File: src/rtl/otter_ctrl_pkg.sv
// Shared types and helpers for the OTTER pipeline hazard controller.
package otter_ctrl_pkg;

  typedef enum logic [1:0] {
    FWD_NONE  = 2'b00,
    FWD_EXMEM = 2'b01,
    FWD_MEMWB = 2'b10
  } fwd_sel_t;

  typedef enum logic [1:0] {
    RUN    = 2'd0,
    STALL  = 2'd1,
    FLUSH  = 2'd2,
    FREEZE = 2'd3
  } ctrl_state_t;

  typedef struct packed {
    logic pc_we;
    logic if_de_we;
    logic de_ex_we;
    logic ex_mem_we;
    logic mem_wb_we;
    logic if_de_flush;
    logic de_ex_flush;
  } pipe_ctl_t;

  function automatic logic reg_hit(input logic [4:0] rs, input logic rs_used,
                                   input logic [4:0] rd, input logic rd_used,
                                   input logic reg_write);
    return rs_used && rd_used && reg_write && (rs == rd);
  endfunction

  function automatic pipe_ctl_t ctl_for(input ctrl_state_t act);
    pipe_ctl_t c;
    c = '{pc_we: 1'b1, if_de_we: 1'b1, de_ex_we: 1'b1, ex_mem_we: 1'b1,
          mem_wb_we: 1'b1, if_de_flush: 1'b0, de_ex_flush: 1'b0};
    case (act)
      STALL: begin
        c.pc_we       = 1'b0;
        c.if_de_we    = 1'b0;
        c.de_ex_flush = 1'b1;
      end
      FLUSH: begin
        c.if_de_flush = 1'b1;
        c.de_ex_flush = 1'b1;
      end
      FREEZE: begin
        c = '0;
      end
      default: ;
    endcase
    return c;
  endfunction

endpackage

File: src/rtl/otter_fwd_unit.sv
// Per-operand hazard match: EX-stage forward select, load-use detect and
// DE-stage write-back bypass. Purely combinational.
module otter_fwd_unit
  import otter_ctrl_pkg::*;
(
  input  logic [4:0] rs_addr_i,
  input  logic       rs_used_i,
  input  logic [4:0] ex_rd_addr_i,
  input  logic       ex_rd_used_i,
  input  logic       ex_reg_write_i,
  input  logic       ex_mem_read_i,
  input  logic [4:0] mem_rd_addr_i,
  input  logic       mem_rd_used_i,
  input  logic       mem_reg_write_i,
  input  logic [4:0] wb_rd_addr_i,
  input  logic       wb_reg_write_i,
  output fwd_sel_t   fwd_sel_o,
  output logic       load_use_o,
  output logic       de_byp_o
);

  logic ex_hit;
  logic mem_hit;

  always_comb begin
    ex_hit     = reg_hit(rs_addr_i, rs_used_i, ex_rd_addr_i, ex_rd_used_i, ex_reg_write_i);
    mem_hit    = reg_hit(rs_addr_i, rs_used_i, mem_rd_addr_i, mem_rd_used_i, mem_reg_write_i);
    load_use_o = ex_hit && ex_mem_read_i;
    // Youngest producer wins; a load in EX cannot forward yet, the stall covers it.
    fwd_sel_o  = FWD_NONE;
    if (ex_hit && !ex_mem_read_i) begin
      fwd_sel_o = FWD_EXMEM;
    end else if (mem_hit) begin
      fwd_sel_o = FWD_MEMWB;
    end
    de_byp_o = rs_used_i && wb_reg_write_i && (wb_rd_addr_i == rs_addr_i) &&
               (wb_rd_addr_i != 5'd0);
  end

endmodule

File: src/rtl/otter_hazard_ctrl.sv
// OTTER 5-stage hazard controller: priority busy > redirect > load-use > run,
// pipeline enables/flushes, registered forward selects and saturating perf counters.
module otter_hazard_ctrl
  import otter_ctrl_pkg::*;
#(
  parameter int CNT_W = 32
) (
  input  logic             CLK,
  input  logic             RST,
  input  logic [4:0]       DE_RS1_ADDR,
  input  logic [4:0]       DE_RS2_ADDR,
  input  logic             DE_RS1_USED,
  input  logic             DE_RS2_USED,
  input  logic [4:0]       EX_RD_ADDR,
  input  logic             EX_RD_USED,
  input  logic             EX_REG_WRITE,
  input  logic             EX_MEM_READ,
  input  logic [4:0]       MEM_RD_ADDR,
  input  logic             MEM_RD_USED,
  input  logic             MEM_REG_WRITE,
  input  logic [4:0]       WB_RD_ADDR,
  input  logic             WB_REG_WRITE,
  input  logic             EX_REDIRECT,
  input  logic             MEM_BUSY,
  output logic             PC_WRITE,
  output logic             IF_DE_WRITE,
  output logic             DE_EX_WRITE,
  output logic             EX_MEM_WRITE,
  output logic             MEM_WB_WRITE,
  output logic             IF_DE_FLUSH,
  output logic             DE_EX_FLUSH,
  output logic [1:0]       FWD_A_SEL,
  output logic [1:0]       FWD_B_SEL,
  output logic             DE_BYP_A,
  output logic             DE_BYP_B,
  output logic [1:0]       CTRL_STATE,
  output logic [CNT_W-1:0] STALL_CNT,
  output logic [CNT_W-1:0] FLUSH_CNT
);

  ctrl_state_t      state_q, state_d;
  fwd_sel_t         fwd_a_q, fwd_a_d, fwd_b_q, fwd_b_d;
  fwd_sel_t         fwd_a_calc, fwd_b_calc;
  logic             load_use_a, load_use_b;
  logic [CNT_W-1:0] stall_cnt_q, stall_cnt_d, flush_cnt_q, flush_cnt_d;
  pipe_ctl_t        ctl;

  otter_fwd_unit u_fwd_a (
    .rs_addr_i      (DE_RS1_ADDR),
    .rs_used_i      (DE_RS1_USED),
    .ex_rd_addr_i   (EX_RD_ADDR),
    .ex_rd_used_i   (EX_RD_USED),
    .ex_reg_write_i (EX_REG_WRITE),
    .ex_mem_read_i  (EX_MEM_READ),
    .mem_rd_addr_i  (MEM_RD_ADDR),
    .mem_rd_used_i  (MEM_RD_USED),
    .mem_reg_write_i(MEM_REG_WRITE),
    .wb_rd_addr_i   (WB_RD_ADDR),
    .wb_reg_write_i (WB_REG_WRITE),
    .fwd_sel_o      (fwd_a_calc),
    .load_use_o     (load_use_a),
    .de_byp_o       (DE_BYP_A)
  );

  otter_fwd_unit u_fwd_b (
    .rs_addr_i      (DE_RS2_ADDR),
    .rs_used_i      (DE_RS2_USED),
    .ex_rd_addr_i   (EX_RD_ADDR),
    .ex_rd_used_i   (EX_RD_USED),
    .ex_reg_write_i (EX_REG_WRITE),
    .ex_mem_read_i  (EX_MEM_READ),
    .mem_rd_addr_i  (MEM_RD_ADDR),
    .mem_rd_used_i  (MEM_RD_USED),
    .mem_reg_write_i(MEM_REG_WRITE),
    .wb_rd_addr_i   (WB_RD_ADDR),
    .wb_reg_write_i (WB_REG_WRITE),
    .fwd_sel_o      (fwd_b_calc),
    .load_use_o     (load_use_b),
    .de_byp_o       (DE_BYP_B)
  );

  // state_d is the action applied at the coming edge; state_q reports the last one.
  always_comb begin
    state_d     = RUN;
    fwd_a_d     = fwd_a_q;
    fwd_b_d     = fwd_b_q;
    stall_cnt_d = stall_cnt_q;
    flush_cnt_d = flush_cnt_q;
    if (RST) begin
      state_d = RUN;
    end else if (MEM_BUSY) begin
      state_d = FREEZE;
    end else if (EX_REDIRECT) begin
      state_d = FLUSH;
    end else if (load_use_a || load_use_b) begin
      state_d = STALL;
    end

    case (state_d)
      RUN: begin
        fwd_a_d = fwd_a_calc;
        fwd_b_d = fwd_b_calc;
      end
      STALL, FLUSH: begin
        fwd_a_d = FWD_NONE;
        fwd_b_d = FWD_NONE;
      end
      default: ;
    endcase

    if ((state_d == STALL || state_d == FREEZE) && stall_cnt_q != '1) begin
      stall_cnt_d = stall_cnt_q + CNT_W'(1);
    end
    if (state_d == FLUSH && flush_cnt_q != '1) begin
      flush_cnt_d = flush_cnt_q + CNT_W'(1);
    end
  end

  always_ff @(posedge CLK) begin
    if (RST) begin
      state_q     <= RUN;
      fwd_a_q     <= FWD_NONE;
      fwd_b_q     <= FWD_NONE;
      stall_cnt_q <= '0;
      flush_cnt_q <= '0;
    end else begin
      state_q     <= state_d;
      fwd_a_q     <= fwd_a_d;
      fwd_b_q     <= fwd_b_d;
      stall_cnt_q <= stall_cnt_d;
      flush_cnt_q <= flush_cnt_d;
    end
  end

  assign ctl          = ctl_for(state_d);
  assign PC_WRITE     = ctl.pc_we;
  assign IF_DE_WRITE  = ctl.if_de_we;
  assign DE_EX_WRITE  = ctl.de_ex_we;
  assign EX_MEM_WRITE = ctl.ex_mem_we;
  assign MEM_WB_WRITE = ctl.mem_wb_we;
  assign IF_DE_FLUSH  = ctl.if_de_flush;
  assign DE_EX_FLUSH  = ctl.de_ex_flush;
  assign FWD_A_SEL    = fwd_a_q;
  assign FWD_B_SEL    = fwd_b_q;
  assign CTRL_STATE   = state_q;
  assign STALL_CNT    = stall_cnt_q;
  assign FLUSH_CNT    = flush_cnt_q;

endmodule

File: config.mk
export PLATFORM = sky130hd
export DESIGN_NAME = otter_hazard_ctrl
export DESIGN_NICKNAME = d
export VERILOG_FILES = /design/src/rtl/otter_ctrl_pkg.sv /design/src/rtl/otter_fwd_unit.sv /design/src/rtl/otter_hazard_ctrl.sv
export SDC_FILE = /design/constraint.sdc
export NUM_CORES = 1
export LEC_CHECK = 0
export CAP_MARGIN = 20
export CORE_ASPECT_RATIO = 1.4
export CORE_MARGIN = 2
export CORE_UTILIZATION = 30
export CTS_BUF_LIST = sky130_fd_sc_hd__clkbuf_2
export CTS_CLUSTER_DIAMETER = 150
export CTS_CLUSTER_SIZE = 30
export DETAILED_ROUTE_END_ITERATION = 12
export GPL_TIMING_DRIVEN = 0
export MAX_ROUTING_LAYER = met4
export PLACE_DENSITY_LB_ADDON = 0.25
export SYNTH_ARGS = -nofsm -noshare
export SYNTH_HDL_FRONTEND = slang
export SYNTH_HIERARCHICAL = 1
export SYNTH_SLANG_ARGS = --single-unit
File: constraint.sdc
create_clock -name CLK -period 2.7 [get_ports CLK]
set_clock_uncertainty 0.1 [all_clocks]
set_input_delay 0.405 -clock CLK [delete_from_list [all_inputs] [get_ports CLK]]
set_output_delay 0.405 -clock CLK [all_outputs]
set_load 0.02 [all_outputs]
==> flow_metrics.env, run 1 <==
export IMPL_drive_gt1_share_pct=17.6
export IMPL_vias=4273
export IMPL_cts_sinks=70
export IMPL_synth_top_area_share_pct=34.1
export IMPL_fin_util_pct=43.6
export IMPL_place_congestion=0.842
export IMPL_yosys_most_used_dff="dfxtp_1"
export IMPL_endpoint_kind="output pin"
export IMPL_fin_ws_ns=0.00891
export IMPL_clk_insertion_delay_late_ns=0.55
export IMPL_synth_edf_count=0
export IMPL_cpMaxStageDelayCell="clkdlybuf4s50_1"
export IMPL_relSlewSlack_pct=52.3
export IMPL_worstPathArrival_ns=2.19
export IMPL_fillers=1416
export IMPL_io_buffers=113
export IMPL_initial_core_util_pct=30.7
export IMPL_setup_viol_count_final=0
export IMPL_postCtsHoldBufs=0
export IMPL_hp_class="in2reg"
export IMPL_synth_most_common_cell="dfxtp_1"
export IMPL_synthDistinctLibCells=71
export IMPL_root_buffer="clkbuf_2"
export IMPL_crit_chain="clkdlybuf4s50_1, and3_4, o221ai_4, nor3_4, o21bai_2, a21oi_4, inv_2, ha_4, inv_4, buf_6"
export IMPL_via_per_inst=5.24
export IMPL_tritoncts="done"
export IMPL_hold_violations=0
export IMPL_area_growth_pct=41.9
export IMPL_synthesis_nets=528
export IMPL_fin_hold_ws_ns=0.131
export IMPL_required_ns=2.19
export IMPL_critPathMaxFanout=3
export IMPL_drt_pass1_iter_count=4
export IMPL_drv_slew=0
export IMPL_dieArea_um2=14700
export IMPL_drc=0
export IMPL_period_needed_ns=2.69
export IMPL_wl_mm=13.6
export IMPL_overflow=0
export IMPL_grt_util_all_layers_pct=19.4
export IMPL_die_h_um=142
export IMPL_p_leak_nw=1.90
export IMPL_seq_area_frac_synth_pct=34.1
export IMPL_avgSynthCellArea_um2=8.42
export IMPL_grt_pass1_wl_mm=21.5
export IMPL_synth_largest_area_cell="dfxtp_1"
export IMPL_fmax_ghz=0.372
export IMPL_cpPeakStageDelay_ns=0.48
export IMPL_drt_initial_drc_count=176
export IMPL_rsz0062_at_grt="yes"
export IMPL_async_flop_share_pct=0
export IMPL_synth_warnings=6
export IMPL_core_um2=13400
export IMPL_htree_levels=3
export IMPL_antenna_found_initial=2
export IMPL_syn_instance_count=488
export IMPL_dpl_cell_area_um2=5530
export IMPL_numCtsBuffers=9
export IMPL_synth_area_top_cells="dfxtp_1 (34%), xnor2_1 (7.7%), nor2_1 (4.8%)"
export IMPL_grt_pass1_vias=4226
export IMPL_die_w_um=103
export IMPL_dp_hpwl_mm=10.1
export IMPL_fin_nets=666
export IMPL_ys_ff_latch=70
export IMPL_antenna_left=0
export IMPL_fp_row_count=50
export IMPL_dp_slack_ns=-1.24
export IMPL_synthesis_area_um2=4110
export IMPL_drv_cap=0
export IMPL_register_area_um2=1400
export IMPL_startpoint_type="primary input"
export IMPL_wl_per_cell_um=16.6
export IMPL_io_pins=116
export IMPL_grt_max_degree=13
export IMPL_cts_buffer_depth=2
export IMPL_fin_crit_sh_pct=99.7
export IMPL_peakVddDrop_uv=183
export IMPL_status="finished, final reports clean"
export IMPL_cts_clk_slew_worst_paths_ns=0.21
export IMPL_worstMarginPinSlew_ns=0.715
export IMPL_critPathKind="in2out"
export IMPL_ys_top_cells_by_count="dfxtp_1 (70), nor2_1 (53), xnor2_1 (36)"
export IMPL_multi_input_area_um2=2640
export IMPL_cellPowerDensity_nw_per_um2=352
export IMPL_finalInstanceArea_um2=5830
-- metal layers --
metal / wire length (um) / global-route usage [%]
met1: 5590 / 22.1
met2: 7110 / 33.7
met3: 516 / 2.36
met4: 349 / 8.24
met5: 0 / -
-- worst max-delay path: cells and delay by family --
family,cells,cell delay (ns)
AND/OR/NAND/NOR,2,0.40
AO/OA/AOI/OAI,3,0.40
buffers and inverters,4,0.71
adder cells (fa/ha/maj),1,0.27
-- through the flow --
step | setup TNS, ns | power, W | std cells
2_1_floorplan | -0.345 | 0.00120 | 488
3_3_place_gp | -52.55 | 0.00133 | 783
3_5_place_dp | -55.81 | 0.00133 | 783
4_1_cts | -0.0299 | 0.00206 | 802
5_1_grt | -0.0691 | 0.00213 | 815
6_report | 0 | 0.00205 | 815
-- what timing repair did --
item,4_1_cts,5_1_grt
setup buffers,4,11
gates resized for setup,48,12
setup endpoints to repair,59,29
pin swaps,7,10
hold endpoints to repair,0,0
-- cell type report --
type                            count  share of cell area [%]
Antenna cell                        2                  0.0858
Buffer                             18                    1.93
Clock buffer                        9                   0.773
Clock inverter                      7                    1.52
Inverter                           21                    1.46
Multi-Input combinational cell    378                    45.3
Sequential cell                    70                    24.0
Tap cell                          182                    3.91
Timing Repair Buffer              128                    21.0
-- registers in the layout (all words and copies together), names as in the netlist --
signal      count
FWD_B_SEL       2
FLUSH_CNT      32
STALL_CNT      32
FWD_A_SEL       2
CTRL_STATE      2
-- where the power goes --
part / switching [W] / internal, W
logic: 0.000150 / 0.000127
clock network: 0.000426 / 0.000300
registers: 0.00000770 / 0.00104
-- logic make-up after synthesis --
group	Yosys count	synth area share, %
simple gates	225	30.1
buf+inv	40	4.57
xor+xnor	42	8.95
mux	15	4.02
compound gates	93	17.4
flops	70	34.1
fa+ha+maj	3	0.914
-- layout by cell type (no fill, tap or decap), types with 4 or more instances in the layout --
cell type	count
inv_1	16
nor2b_1	12
or3_1	11
clkbuf_2	14
or4_1	5
nor2_1	52
and3_1	10
clkbuf_1	7
mux2_2	9
xnor2_1	35
buf_2	4
o211ai_1	4
nor4_1	7
clkdlybuf4s15_1	4
a21oi_1	16
nor4_2	6
nand4_1	17
xor2_1	6
nand3_1	28
a22oi_1	4
a21oi_2	6
clkdlybuf4s50_1	92
buf_4	17
dfxtp_1	70
nand2_1	29
and4_1	5
o21ai_0	10
dlygate4sd2_1	9
a211oi_1	5
o31ai_1	11
nor3_1	12
-- final timing paths --
| kind | start | to | slack [ns] | cells after the start |
|---|---|---|---|---|
| min reg2reg | FLUSH_CNT[23] | FLUSH_CNT[23] | 0.42 | 2 |
| max reg2reg | STALL_CNT[0] | STALL_CNT[3] | 0.18 | 8 |
| min | MEM_BUSY | FWD_A_SEL[0] | 0.13 | 3 |
| max | EX_RD_USED | DE_EX_FLUSH | 0.009 | 10 |
No activity file was read; power rests on OpenSTA's default activity.
==> run 2: changes to the inputs <==
- SKIP_CTS_REPAIR_TIMING: unset -> 1
==> run 2 against run 1 <==
  * Worst hold slack is essentially flat
  * Non-clock buffer count increased by 5
  * Worst setup slack better by 0.040 ns
  * Flip-flop and latch count stayed put
  * Count of clock-buffer cells in the layout stayed put
  * Die area unchanged
  * Wire length increased by 0.31%
  * Final cell count rose by 0.61%
  * First-iteration DRC count grew 9.1%
  * Critical path depth rose by 1
  * Sequential power about the same
  * Critical endpoint unchanged
==> flow_metrics.env, run 2 (synthesized netlist as in run 1, its figures left out) <==
export IMPL_grt_max_degree=13
export IMPL_stdcell_count=820
export IMPL_dieArea_um2=14700
export IMPL_initial_core_util_pct=30.7
export IMPL_power_switching_w=0.000585
export IMPL_die_w_um=103
export IMPL_numCtsBuffers=9
export IMPL_wl_per_cell_um=16.6
export IMPL_most_common_layout_cells="clkdlybuf4s50_1 (90), dfxtp_1 (70), nor2_1 (52), xnor2_1 (33), nand2_1 (29)"
export IMPL_grt_util_all_layers_pct=19.3
export IMPL_antenna_found_initial=2
export IMPL_vias=4298
export IMPL_antenna_left=0
export IMPL_startpoint_type="primary input"
export IMPL_worstMarginPinSlew_ns=0.659
export IMPL_place_congestion=0.842
export IMPL_wl_mm=13.6
export IMPL_grt_pass1_wl_mm=21.5
export IMPL_critPathMaxFanout=4
export IMPL_drt_initial_drc_count=192
export IMPL_dp_hpwl_mm=10.1
export IMPL_reg2reg_depth=8
export IMPL_via_per_inst=5.24
export IMPL_period_needed_ns=2.65
export IMPL_fin_ws_ns=0.0489
export IMPL_drv_cap=0
export IMPL_cts_sinks=70
export IMPL_dpl_cell_area_um2=5530
export IMPL_fmax_ghz=0.377
export IMPL_r2r_slack_ns=0.17
export IMPL_die_h_um=142
export IMPL_layout_cells_most_common="clkdlybuf4s50_1"
export IMPL_dp_slack_ns=-1.24
export IMPL_p_sw_share_pct=28.4
export IMPL_cts_buffer_depth=2
export IMPL_rr_endpoint="STALL_CNT[3]"
export IMPL_setup_viol_count_final=0
export IMPL_drv_slew=0
export IMPL_cpPeakStageDelay_ns=0.27
export IMPL_critPathKind="in2out"
export IMPL_drive_gt1_share_pct=18.9
export IMPL_total_power_w=0.00206
export IMPL_drc=0
export IMPL_required_ns=2.19
export IMPL_area_growth_pct=43.5
export IMPL_hold_violations=0
export IMPL_pwr_share_clk_pct=35.1
export IMPL_io_buffers=113
export IMPL_io_pins=116
export IMPL_clk_insertion_delay_late_ns=0.55
export IMPL_status="finished, final reports clean"
export IMPL_combPwrFrac_pct=13.9
export IMPL_relSlewSlack_pct=56.1
export IMPL_seq_power_share_pct=50.9
export IMPL_fin_crit_sh_pct=98.2
export IMPL_crit_start="DE_RS2_ADDR[3]"
export IMPL_grt_pass1_vias=4221
export IMPL_fillers=1402
export IMPL_finalInstanceArea_um2=5900
export IMPL_worstPathArrival_ns=2.15
export IMPL_crit_chain="clkbuf_2, xor2_1, a221oi_2, nand3_2, nor3_4, o21bai_4, a21oi_4, inv_2, ha_4, inv_4, buf_6"
export IMPL_min_path_cells=3
export IMPL_endpoint_kind="output pin"
export IMPL_hp_class="in2reg"
export IMPL_hp_start="MEM_BUSY"
export IMPL_p_leak_nw=2.03
export IMPL_peakVddDrop_uv=184
export IMPL_internal_power_w=0.00148
export IMPL_htree_levels=3
export IMPL_fin_nets=671
export IMPL_fp_row_count=50
export IMPL_core_um2=13400
export IMPL_dp_cells=783
export IMPL_overflow=0
export IMPL_tritoncts="done"
export IMPL_r2r_start="STALL_CNT[0]"
export IMPL_fin_util_pct=44.0
export IMPL_hold_end="FWD_A_SEL[0]"
export IMPL_cts_clk_slew_worst_paths_ns=0.21
export IMPL_drt_pass1_iter_count=4
export IMPL_cpMaxStageDelayCell="ha_4"
export IMPL_cellPowerDensity_nw_per_um2=349
export IMPL_root_buffer="clkbuf_2"
run 2: cell types whose count changed in the layout (fill, tap and decap cells not counted), moves of 2 or more:
cell | previous run | this run
dlygate4sd2_1 | 9 | 0
buf_4 | 17 | 24
clkdlybuf4s15_1 | 4 | 0
clkdlybuf4s15_2 | 2 | 0
xnor2_1 | 35 | 33
clkbuf_2 | 14 | 20
dlymetal6s2s_1 | 1 | 12
clkdlybuf4s50_1 | 92 | 90
xnor2_2 | 1 | 3
buf_2 | 4 | 2
run 2: worst max-delay path, delay by kind of cell:
kind	cells	cell delay, ns
adders and majority gates	1	0.27
AOI/OAI and AO/OA	3	0.51
and+or+nand+nor	2	0.42
xor gates and xnor gates	1	0.18
buffers and inverters	4	0.37
run 2: per-stage QoR:
stage          hold slack (ns)  setup TNS (ns)
6_report                 0.130               0
5_1_grt                  0.117         -0.0248
4_1_cts                  0.103          -16.82
3_5_place_dp             0.396          -55.81
3_3_place_gp             0.381          -52.55
2_1_floorplan            0.446          -0.345
run 2: how the worst max path moves through the flow:
stage / end / slack (ns) / depth (start not counted)
6_report: DE_EX_FLUSH / 0.05 / 11
5_1_grt: DE_EX_FLUSH / -0.02 / 11
4_1_cts: DE_EX_FLUSH / -1.25 / 11
3_5_place_dp: DE_EX_FLUSH / -1.24 / 11
3_3_place_gp: DE_EX_FLUSH / -1.20 / 11
2_1_floorplan: FLUSH_CNT[18] / -0.07 / 13
run 2: routing by layer:
layer	up-vias	share of wire, %	global-route usage, %
li1	2091	-	-
met2	109	53	33.4
met1	2075	41	22.1
met3	23	3.8	2.36
met5	-	0	-
met4	0	2.6	8.24
run 2: power groups by stage:
stage / registers (W) / logic (W) / clock network, W
2_1_floorplan: 0.00108 / 0.000126 / 0
6_report: 0.00105 / 0.000287 / 0.000724
3_5_place_dp: 0.00107 / 0.000265 / 0
5_1_grt: 0.00105 / 0.000308 / 0.000784
4_1_cts: 0.00105 / 0.000266 / 0.000737
3_3_place_gp: 0.00107 / 0.000261 / 0
run 2: final cells by class:
| type | instances | area, um2 | share of cell area (%) |
|---|---|---|---|
| clock buffers | 9 | 45.0 | 0.764 |
| well taps | 182 | 228 | 3.86 |
| diodes | 2 | 5.00 | 0.0849 |
| plain buffers | 18 | 113 | 1.91 |
| clock inverters | 7 | 88.8 | 1.51 |
| multi-input cells | 378 | 2660 | 45.1 |
| repair buffers | 133 | 1270 | 21.6 |
| inverters | 21 | 85.1 | 1.44 |
| flip-flops and latches | 70 | 1400 | 23.8 |
==> run 3: changes to the inputs <==
- ABC_CLOCK_PERIOD_IN_PS: unset -> 2700
- CORE_MARGIN: 2 -> unset
- GPL_ROUTABILITY_DRIVEN: unset -> 0
==> run 3 against run 2 <==
  * Global-route usage grew 0.083 points
  * Largest cell class unchanged
  * Combinational power shrank 3%
  * Non-clock buffer count shrank 1
  * Highest routed layer unchanged
  * Critical endpoint unchanged
  * Critical path type unchanged
  * Utilization shrank 0.36 points
==> flow_metrics.env, run 3 (synthesized netlist as in run 1, its figures left out) <==
export IMPL_dieArea_um2=14200
export IMPL_p_sw_share_pct=28.0
export IMPL_fmax_ghz=0.380
export IMPL_cpPeakStageDelay_ns=0.27
export IMPL_initial_core_util_pct=30.7
export IMPL_crit_chain="dlymetal6s2s_1, xor2_1, a221oi_2, nand3_2, nor3_4, o21bai_4, a21oi_4, inv_2, ha_4, inv_4, buf_6"
export IMPL_die_w_um=101
export IMPL_grt_pass1_vias=4200
export IMPL_fin_crit_sh_pct=97.4
export IMPL_min_path_cells=3
export IMPL_status="finished, final reports clean"
export IMPL_critPathKind="in2out"
export IMPL_grt_util_all_layers_pct=19.4
export IMPL_crit_start="EX_RD_ADDR[3]"
export IMPL_p_leak_nw=2.03
export IMPL_die_h_um=140
export IMPL_numCtsBuffers=9
export IMPL_power_switching_w=0.000540
export IMPL_drive_gt1_share_pct=17.6
export IMPL_clk_insertion_delay_late_ns=0.51
export IMPL_dp_hpwl_mm=10.0
export IMPL_hp_class="in2reg"
export IMPL_worstMarginPinSlew_ns=0.657
export IMPL_cellPowerDensity_nw_per_um2=329
export IMPL_drv_cap=0
export IMPL_cts_buffer_depth=2
export IMPL_fp_row_count=50
export IMPL_io_buffers=113
export IMPL_fin_nets=670
export IMPL_grt_pass1_wl_mm=20.9
export IMPL_antenna_left=0
export IMPL_drc=0
export IMPL_vias=4255
export IMPL_reg2reg_depth=8
export IMPL_hold_violations=0
export IMPL_area_growth_pct=42.3
export IMPL_pwr_share_clk_pct=31.1
export IMPL_root_buffer="clkbuf_2"
export IMPL_internal_power_w=0.00139
export IMPL_required_ns=2.19
export IMPL_cts_clk_slew_worst_paths_ns=0.19
export IMPL_drt_pass1_iter_count=4
export IMPL_wl_per_cell_um=16.2
export IMPL_setup_viol_count_final=0
export IMPL_cts_sinks=70
export IMPL_rr_endpoint="STALL_CNT[15]"
export IMPL_setup_tns_final_ns=0
export IMPL_period_needed_ns=2.63
export IMPL_critPathMaxFanout=4
export IMPL_overflow=0
export IMPL_drt_initial_drc_count=150
export IMPL_seq_power_share_pct=54.5
export IMPL_layout_cells_most_common="clkdlybuf4s50_1"
export IMPL_relSlewSlack_pct=55.9
export IMPL_grt_max_degree=12
export IMPL_cpMaxStageDelayCell="ha_4"
export IMPL_most_common_layout_cells="clkdlybuf4s50_1 (90), dfxtp_1 (70), nor2_1 (52), xnor2_1 (36), nand2_1 (29)"
export IMPL_drv_slew=0
export IMPL_tritoncts="done"
export IMPL_core_um2=13400
export IMPL_via_per_inst=5.20
export IMPL_wl_mm=13.2
export IMPL_endpoint_kind="output pin"
export IMPL_r2r_start="STALL_CNT[0]"
export IMPL_startpoint_type="primary input"
export IMPL_io_pins=116
export IMPL_peakVddDrop_uv=179
export IMPL_fin_util_pct=43.7
export IMPL_r2r_slack_ns=0.22
export IMPL_worstSetupEndpoint="DE_EX_FLUSH"
export IMPL_htree_levels=3
export IMPL_combPwrFrac_pct=14.4
export IMPL_antenna_found_initial=1
export IMPL_worstPathArrival_ns=2.13
[run 3: cell types whose count changed in the layout (fill, tap and decap cells not counted), sizes merged]
cell	before	now
buf	30	27
bufinv	2	1
clkbuf	28	29
clkinvlp	2	1
diode	2	1
dlymetal6s2s	12	15
[run 3: routing by layer]
layer	vias to the layer above	GRT usage, %	part of all wire (%)
met5	-	-	0
met2	103	34.4	53
met1	2037	21.7	41
met4	0	8.31	2.1
li1	2095	-	-
met3	20	2.10	3.6
[run 3: area by class of cell]
| type | instances | area [um2] |
|---|---|---|
| Fill cell | 1408 | 7540 |
| Multi-Input combinational cell | 378 | 2640 |
| Sequential cell | 70 | 1400 |
| Timing Repair Buffer | 132 | 1280 |
| Tap cell | 182 | 228 |
| Buffer | 18 | 113 |
| Inverter | 21 | 85.1 |
| Clock buffer | 11 | 55.1 |
| Clock inverter | 5 | 50.0 |
| Antenna cell | 1 | 2.50 |
[run 3: critical path, delay by kind of cell]
kind            cells  cell delay [ns]
xor+xnor            1             0.18
simple gates        2             0.39
buf+inv             4             0.38
fa+ha+maj           1             0.27
compound gates      3             0.48
[run 3: how the worst min path moves through the flow]
stage,from,to,slack [ns]
after floorplan,EX_REDIRECT,CTRL_STATE[1],0.45
after global placement,FLUSH_CNT[23],FLUSH_CNT[23],0.38
after detailed placement,STALL_CNT[5],STALL_CNT[5],0.39
after CTS,MEM_BUSY,FWD_B_SEL[1],0.11
after global routing,MEM_BUSY,FWD_B_SEL[1],0.14
final,MEM_BUSY,FWD_B_SEL[1],0.17
[run 3: power by group through the flow]
stage	registers (W)	logic, W	clock network (W)
2_1_floorplan	0.00108	0.000126	0
3_3_place_gp	0.00107	0.000261	0
3_5_place_dp	0.00107	0.000266	0
4_1_cts	0.00105	0.000267	0.000622
5_1_grt	0.00105	0.000299	0.000661
6_report	0.00105	0.000278	0.000599
[run 3: through the flow]
step / area (um2) / setup slack, ns / hold slack, ns / total power [W] / instances
after floorplan: 4170 / -0.0668 / 0.446 / 0.00120 / 488
after global placement: 5530 / -1.22 / 0.383 / 0.00133 / 783
after detailed placement: 5530 / -1.24 / 0.391 / 0.00133 / 783
after CTS: 5640 / -1.25 / 0.109 / 0.00194 / 799
after global routing: 5850 / -0.0116 / 0.136 / 0.00201 / 818
final: 5850 / 0.0697 / 0.171 / 0.00193 / 818
